**src/rtl/ripple_adder_4_pkg.sv**
```systemverilog
// Shared constants for the 4-bit registered ripple-carry adder.
package ripple_adder_4_pkg;

  localparam int RA4_WIDTH = 4;
  localparam int RA4_SUM_W = RA4_WIDTH + 1;

  localparam logic [RA4_SUM_W-1:0] RA4_S_RST = '0;

endpackage

```
**src/rtl/ripple_adder_4_full_adder.sv**
```systemverilog
// 1-bit combinational full adder, one stage of the ripple chain.
module full_adder (
  input  logic a,
  input  logic b,
  input  logic cin,
  output logic sum,
  output logic cout
);

  assign sum  = a ^ b ^ cin;
  assign cout = (a & b) | (a & cin) | (b & cin);

endmodule

```
**src/rtl/ripple_adder_4.sv**
```systemverilog
// 4-bit registered ripple-carry adder: s = a + b + ci, carry-out in s[4].
// Optional registered signed-overflow output under RIPPLE_ADDER_4_OVF_EN.
module ripple_adder_4
  import ripple_adder_4_pkg::*;
(
  input  logic                 clk,
  input  logic                 rst,
  input  logic [RA4_WIDTH-1:0] a,
  input  logic [RA4_WIDTH-1:0] b,
  input  logic                 ci,
  output logic [RA4_SUM_W-1:0] s
`ifdef RIPPLE_ADDER_4_OVF_EN
  ,
  output logic                 ovf
`endif
);

  // carry[i] feeds stage i; carry[RA4_WIDTH] is the carry-out.
  logic [RA4_WIDTH:0]   carry;
  logic [RA4_WIDTH-1:0] sum_bits;
  logic [RA4_SUM_W-1:0] s_next;

  assign carry[0] = ci;

  for (genvar i = 0; i < RA4_WIDTH; i++) begin : g_stage
    full_adder u_fa (
      .a    (a[i]),
      .b    (b[i]),
      .cin  (carry[i]),
      .sum  (sum_bits[i]),
      .cout (carry[i+1])
    );
  end

  assign s_next = {carry[RA4_WIDTH], sum_bits};

  always_ff @(posedge clk) begin
    if (rst) begin
      s <= RA4_S_RST;
    end else begin
      s <= s_next;
    end
  end

`ifdef RIPPLE_ADDER_4_OVF_EN
  logic ovf_next;

  // Signed overflow: carry into the sign bit differs from carry out of it.
  assign ovf_next = carry[RA4_WIDTH] ^ carry[RA4_WIDTH-1];

  always_ff @(posedge clk) begin
    if (rst) begin
      ovf <= 1'b0;
    end else begin
      ovf <= ovf_next;
    end
  end
`endif

endmodule

```
**config.mk**
```make
export PLATFORM = sky130hd
export DESIGN_NAME = ripple_adder_4
export DESIGN_NICKNAME = d
export VERILOG_FILES = /design/src/rtl/ripple_adder_4_pkg.sv /design/src/rtl/ripple_adder_4_full_adder.sv /design/src/rtl/ripple_adder_4.sv
export SDC_FILE = /design/constraint.sdc
export NUM_CORES = 1
export LEC_CHECK = 0
export BUFFER_PORTS_ARGS = -buffer_cell sky130_fd_sc_hd__buf_2
export CELL_PAD_IN_SITES_DETAIL_PLACEMENT = 2
export CELL_PAD_IN_SITES_GLOBAL_PLACEMENT = 2
export CORE_AREA = 2 2 39 41
export CTS_BUF_LIST = sky130_fd_sc_hd__clkbuf_2 sky130_fd_sc_hd__clkbuf_4 sky130_fd_sc_hd__clkbuf_8
export CTS_CLUSTER_SIZE = 24
export DETAILED_ROUTE_END_ITERATION = 16
export DIE_AREA = 0 0 41 43
export MAX_ROUTING_LAYER = met4
export PLACE_DENSITY = 0.56
export REMOVE_ABC_BUFFERS = 1
export SLEW_MARGIN = 20
export SYNTH_ARGS = -nofsm -noshare
export SYNTH_HDL_FRONTEND = slang
export SYNTH_HIERARCHICAL = 1
export SYNTH_SLANG_ARGS = --single-unit
```
**constraint.sdc**
```tcl
create_clock -name clk -period 5.9 [get_ports clk]
set_clock_uncertainty 0.1 [all_clocks]
set_input_delay 0.295 -clock clk [delete_from_list [all_inputs] [get_ports clk]]
set_output_delay 0.295 -clock clk [all_outputs]
set_load 0.05 [all_outputs]
```
==> results of run 1 <==
## final cells by class
class                   count  area [µm²]
fillers                   163        1050
clock buffers               4        30.0
flip-flops and latches      5         100
multi-input cells           9         111
repair buffers             15        75.1
well taps                  16        20.0
## synth_stat cells
library cell,count
dfxtp_1,5
fa_1,4
nor2b_1,5
## logic make-up after synthesis
family | Yosys count | share of synthesized area [%]
adder cells (fa/ha/maj) | 4 | 37.9
flip-flops | 5 | 47.3
AND/OR/NAND/NOR | 5 | 14.8
## path summary, 6_finish.rpt
kind,start,end,cells past startpoint
max,a[0],s[3],6
min,rst,s[2],2
## where the power goes
group | switching (W) | internal [W]
sequential | 0.000000732 | 0.0000377
combinational | 0.0000199 | 0.00000950
clock | 0.0000143 | 0.0000302
## through the flow
step	instance area [µm²]	setup slack [ns]
global route	337	3.70
floorplan	211	3.67
global placement	307	3.52
detailed placement	307	3.48
finish	337	3.75
CTS	337	3.74
## routing by layer
metal | up-vias | routed length, µm | part of all wire [%] | global-route usage (%)
li1 | 80 | - | - | -
met1 | 78 | 162 | 34 | 6.56
met2 | 15 | 239 | 50 | 10.3
met3 | 0 | 75 | 16 | 6.28
met4 | 0 | 0 | 0 | 8.00
met5 | - | 0 | 0 | -
## layout by cell type, fill, tap and decap left out
cell type and n:
buf_2 15, nor2b_1 5, dfxtp_1 5, clkbuf_4 4, fa_1 4
==> results.json, run 1 <==
{
  "area_growth_pct": 59.2,
  "drt_iter0_drc": 0,
  "max_slew_margin_pct": 83.2,
  "initial_core_util_pct": 15.3,
  "drt_wl_total_um": 477,
  "cts_tree": "built",
  "cts_resized": 0,
  "diodes": 0,
  "core_area_um2": 1380,
  "max_freq_mhz": 464,
  "fin_nets": 49,
  "grt_usage_pct": 7.97,
  "num_io_pins": 16,
  "fin_crit_sh_pct": 36.5,
  "ctsHoldBuffers": 0,
  "drtPass1Iterations": 1,
  "regMostFlops": "s",
  "netlist_instances": 14,
  "max_stage_delay_ns": 0.49,
  "synth_area_leaders": "dfxtp_1 47%, fa_1 38%, nor2b_1 15%",
  "die-area_um2": 1760,
  "synth_warnings": 6,
  "status": "finished, final reports clean",
  "grt_max_degree": 6,
  "critPathBufInv": 1,
  "cts_made_buffers": 3,
  "synth_top_area_share_pct": 47.3,
  "period_needed_ns": 2.15,
  "drive_gt1_share_pct": 57.6,
  "port_buffers": 15,
  "critical_path_peak_fanout": 1,
  "die_h_um": 43,
  "clock-sinks": 5,
  "hold_viol": 0,
  "arrival_ns": 2.23,
  "largest_reg_flops": 5,
  "holdCritPathClass": "input pin to flop",
  "postRouteAntennaNets": 0,
  "hold_ws_ns": 0.171,
  "grt_antenna_before_repair": 0,
  "first_global_vias": 177,
  "cp_top_family": "adder cells",
  "max_slew.worst_pin.slew_ns": 0.253,
  "cpMaxStageDelayCell": "fa_1",
  "power_w": 0.000112,
  "seq_area_frac_synth_pct": 47.3,
  "stdcell_count": 49,
  "cap_violations": 0,
  "place_congestion": 0.588,
  "htreeDepth": 1,
  "yosysTopAreaCell": "dfxtp_1",
  "grt_pass1_wl_um": 759,
  "synth_area_um2": 211,
  "cp-start-kind": "input pin",
  "rsz0062_at_grt": "no",
  "leakage_nw": 0.163,
  "end_kind": "flop",
  "largestRegisters": "s (5)",
  "num_rows": 14,
  "power_density_nw_per_um2": 334,
  "setup_tns_ns": 0,
  "wl_per_cell_um": 9.73,
  "path_cells": "buf_2 -> fa_1 -> fa_1 -> fa_1 -> fa_1 -> nor2b_1",
  "hpwlAfterDp_um": 446,
  "synthDistinctLibCells": 3,
  "setup_viol": 0,
  "cts_buffer_depth": 2,
  "cp.required_ns": 5.98,
  "route.detailed.drc": 0,
  "overflow": 0,
  "post_cts_buffers": 0,
  "synth_seq_cells": 5,
  "avgSynthCellArea_um2": 15.1,
  "die_w_um": 41,
  "cts_root_buffer": "clkbuf_4",
  "viasPerCell": 3.53,
  "setup.worst_path.class": "input pin to flop",
  "ir_drop_mv": 0.0520,
  "fin_util_pct": 24.3,
  "vias": 173,
  "slew_violations": 0,
  "place_inst": 45,
  "crit_top_cell": "fa_1",
  "clk_pin_slew_ns": 0.04
}
No activity file was read; power rests on OpenSTA's default activity.
==> run 2: changes to the inputs <==
Settings changed: ABC_AREA set to 1, PLACE_DENSITY 0.56 to 0.62.
Clock period 5.9 ns to 1.8 ns, I/O delays scaled along.
==> run 2 against run 1 <==
Clock power grew to 3.2 times the previous value. Combinational power grew to 3.5 times the previous value. Core utilization grew 2.2 points. Total power increased to 3.3 times the previous value. Sequential power rose to 3.3 times the previous value. Via count rose by 12%. Synthesized area grew 3.0%. Final area increased by 8.9%. Global-route usage decreased by 0.62 points. Wire length grew 3.6%. Non-clock buffer count grew 1. Largest cell class unchanged.
==> results.json, run 2 <==
{
  "max_freq_mhz": 566,
  "largest_reg_flops": 5,
  "async_flop_share_pct": 0,
  "fin_crit_sh_pct": 98.1,
  "initial_core_util_pct": 15.7,
  "grt_max_degree": 6,
  "grt_pass1_wl_um": 765,
  "overflow": 0,
  "synth_warnings": 6,
  "core_area_um2": 1380,
  "max_slew_margin_pct": 83.3,
  "wl_per_cell_um": 8.98,
  "holdCritPathClass": "input pin to flop",
  "cap_violations": 0,
  "max_slew.worst_pin.slew_ns": 0.252,
  "rsz0062_at_grt": "yes",
  "avgSynthCellArea_um2": 11.5,
  "post_cts_buffers": 0,
  "die-area_um2": 1760,
  "synth_edf_count": 0,
  "slew_violations": 0,
  "drt_iter0_drc": 0,
  "synth_top_area_share_pct": 46.0,
  "synth_seq_cells": 5,
  "grt_antenna_before_repair": 0,
  "end_kind": "flop",
  "num_io_pins": 16,
  "cts_root_buffer": "clkbuf_4",
  "stdcell_count": 55,
  "drive_gt1_share_pct": 56.4,
  "clk_pin_slew_ns": 0.04,
  "holdPathStages": 4,
  "setup_viol": 0,
  "cts_made_buffers": 3,
  "area_growth_pct": 68.4,
  "diodes": 0,
  "yosysTopAreaCell": "dfxtp_1",
  "regMostFlops": "s",
  "leakage_nw": 0.193,
  "route.detailed.drc": 0,
  "grt_usage_pct": 7.35,
  "status": "finished, final reports clean",
  "die_h_um": 43,
  "period_needed_ns": 1.77,
  "cp-start-kind": "input pin",
  "viasPerCell": 3.51,
  "fin_nets": 55,
  "critical_path_peak_fanout": 1,
  "final_cell_mix": "14 x buf_2, 5 x inv_1, 5 x nor2_1, 5 x dfxtp_1, 4 x clkbuf_4",
  "first_global_vias": 208,
  "hold_viol": 0,
  "cts_tree": "built",
  "drtPass1Iterations": 1,
  "largestRegisters": "s (5)",
  "synth_area_leaders": "dfxtp_1 46%, fa_1 37%, inv_1 8.6%",
  "arrival_ns": 1.85,
  "mostFrequentLayoutCell": "buf_2",
  "clock-sinks": 5,
  "cts_buffer_depth": 2,
  "min_from": "b[3]",
  "htreeDepth": 1,
  "yosys_most_used_dff": "dfxtp_1",
  "seq_area_frac_synth_pct": 46.0,
  "drt_wl_total_um": 494,
  "synth_top_cells_by_count": "5 x dfxtp_1, 5 x inv_1, 5 x nor2_1",
  "setup.worst_path.class": "input pin to flop",
  "netlist_instances": 19,
  "vias": 193,
  "placed_area_um2": 313,
  "synthDistinctLibCells": 4,
  "synth_area_um2": 218,
  "num_rows": 14,
  "place_inst": 50,
  "fin_area_um2": 367,
  "cp.required_ns": 1.88,
  "die_w_um": 41,
  "postRouteAntennaNets": 0,
  "hold_end": "s[3]",
  "port_buffers": 15,
  "ir_drop_mv": 0.178,
  "place_congestion": 0.584,
  "power_density_nw_per_um2": 1020
}
==> run 2: through the flow <==
| step | hold slack [ns] | TNS (ns) | utilization, % | setup slack (ns) | total power, W |
|---|---|---|---|---|---|
| 6_report | 0.136 | 0 | 26.5 | 0.0344 | 0.000373 |
| 4_1_cts | 0.140 | -0.000333 | 26.5 | -0.000333 | 0.000382 |
| 2_1_floorplan | 0.0614 | -0.315 | - | -0.202 | 0.000196 |
| 5_1_grt | 0.158 | -0.00423 | 26.5 | -0.00423 | 0.000395 |
| 3_3_place_gp | 0.213 | -0.667 | 22.6 | -0.372 | 0.000227 |
| 3_5_place_dp | 0.220 | -0.712 | 22.6 | -0.392 | 0.000231 |
==> run 2: layout make-up <==
cell class,count,area (µm²)
fillers,172,1020
multi-input cells,9,106
flip-flops and latches,5,100
repair buffers,16,91.3
clock buffers,4,30.0
well taps,16,20.0
inverters,5,18.8
==> run 2: layer usage <==
| layer | part of all wire, % | global-route usage (%) | routed length [µm] |
|---|---|---|---|
| met2 | 47 | 10.9 | 232 |
| met3 | 13 | 1.57 | 64 |
| met1 | 37 | 5.90 | 182 |
| met4 | 2.8 | 10.0 | 14 |
| met5 | 0 | - | 0 |
==> run 2: timing repair <==
item / in CTS / in global routing
pin swaps: 1 / 1
endpoints found under the hold margin: 5 / 0
resized for setup: 4 / 0
setup endpoints to repair: 2 / 1
hold buffers: 1 / 0
==> run 2: worst max path at each step <==
stage	startpoint	end	slack [ns]	cells past startpoint
floorplan	a[0]	s[3]	-0.20	6
global placement	a[0]	s[3]	-0.37	7
detailed placement	a[0]	s[3]	-0.39	7
CTS	a[0]	s[3]	-0.0003	7
global route	a[0]	s[3]	-0.004	7
finish	a[0]	s[3]	0.03	7
==> run 2: logic make-up (layout without fill, tap and decap cells) <==
group / Yosys count / in the layout / synth area share [%]
simple gates: 5 / 5 / 8.62
buf+inv: 5 / 25 / 8.62
flops: 5 / 5 / 46.0
fa+ha+maj: 4 / 4 / 36.8
==> run 2: power by group <==
| part | total (W) | leakage [nW] | switching (W) | internal [W] |
|---|---|---|---|---|
| combinational | 0.000104 | 0.133 | 0.0000711 | 0.0000333 |
| clock | 0.000142 | 0.0184 | 0.0000432 | 0.0000986 |
| sequential | 0.000127 | 0.0417 | 0.00000281 | 0.000124 |
==> run 2: critical path, stage by stage <==
cell	delay, ns
buf_6	0.09
fa_2	0.38
fa_2	0.35
fa_2	0.35
fa_1	0.49
inv_1	0.04
nor2_1	0.06
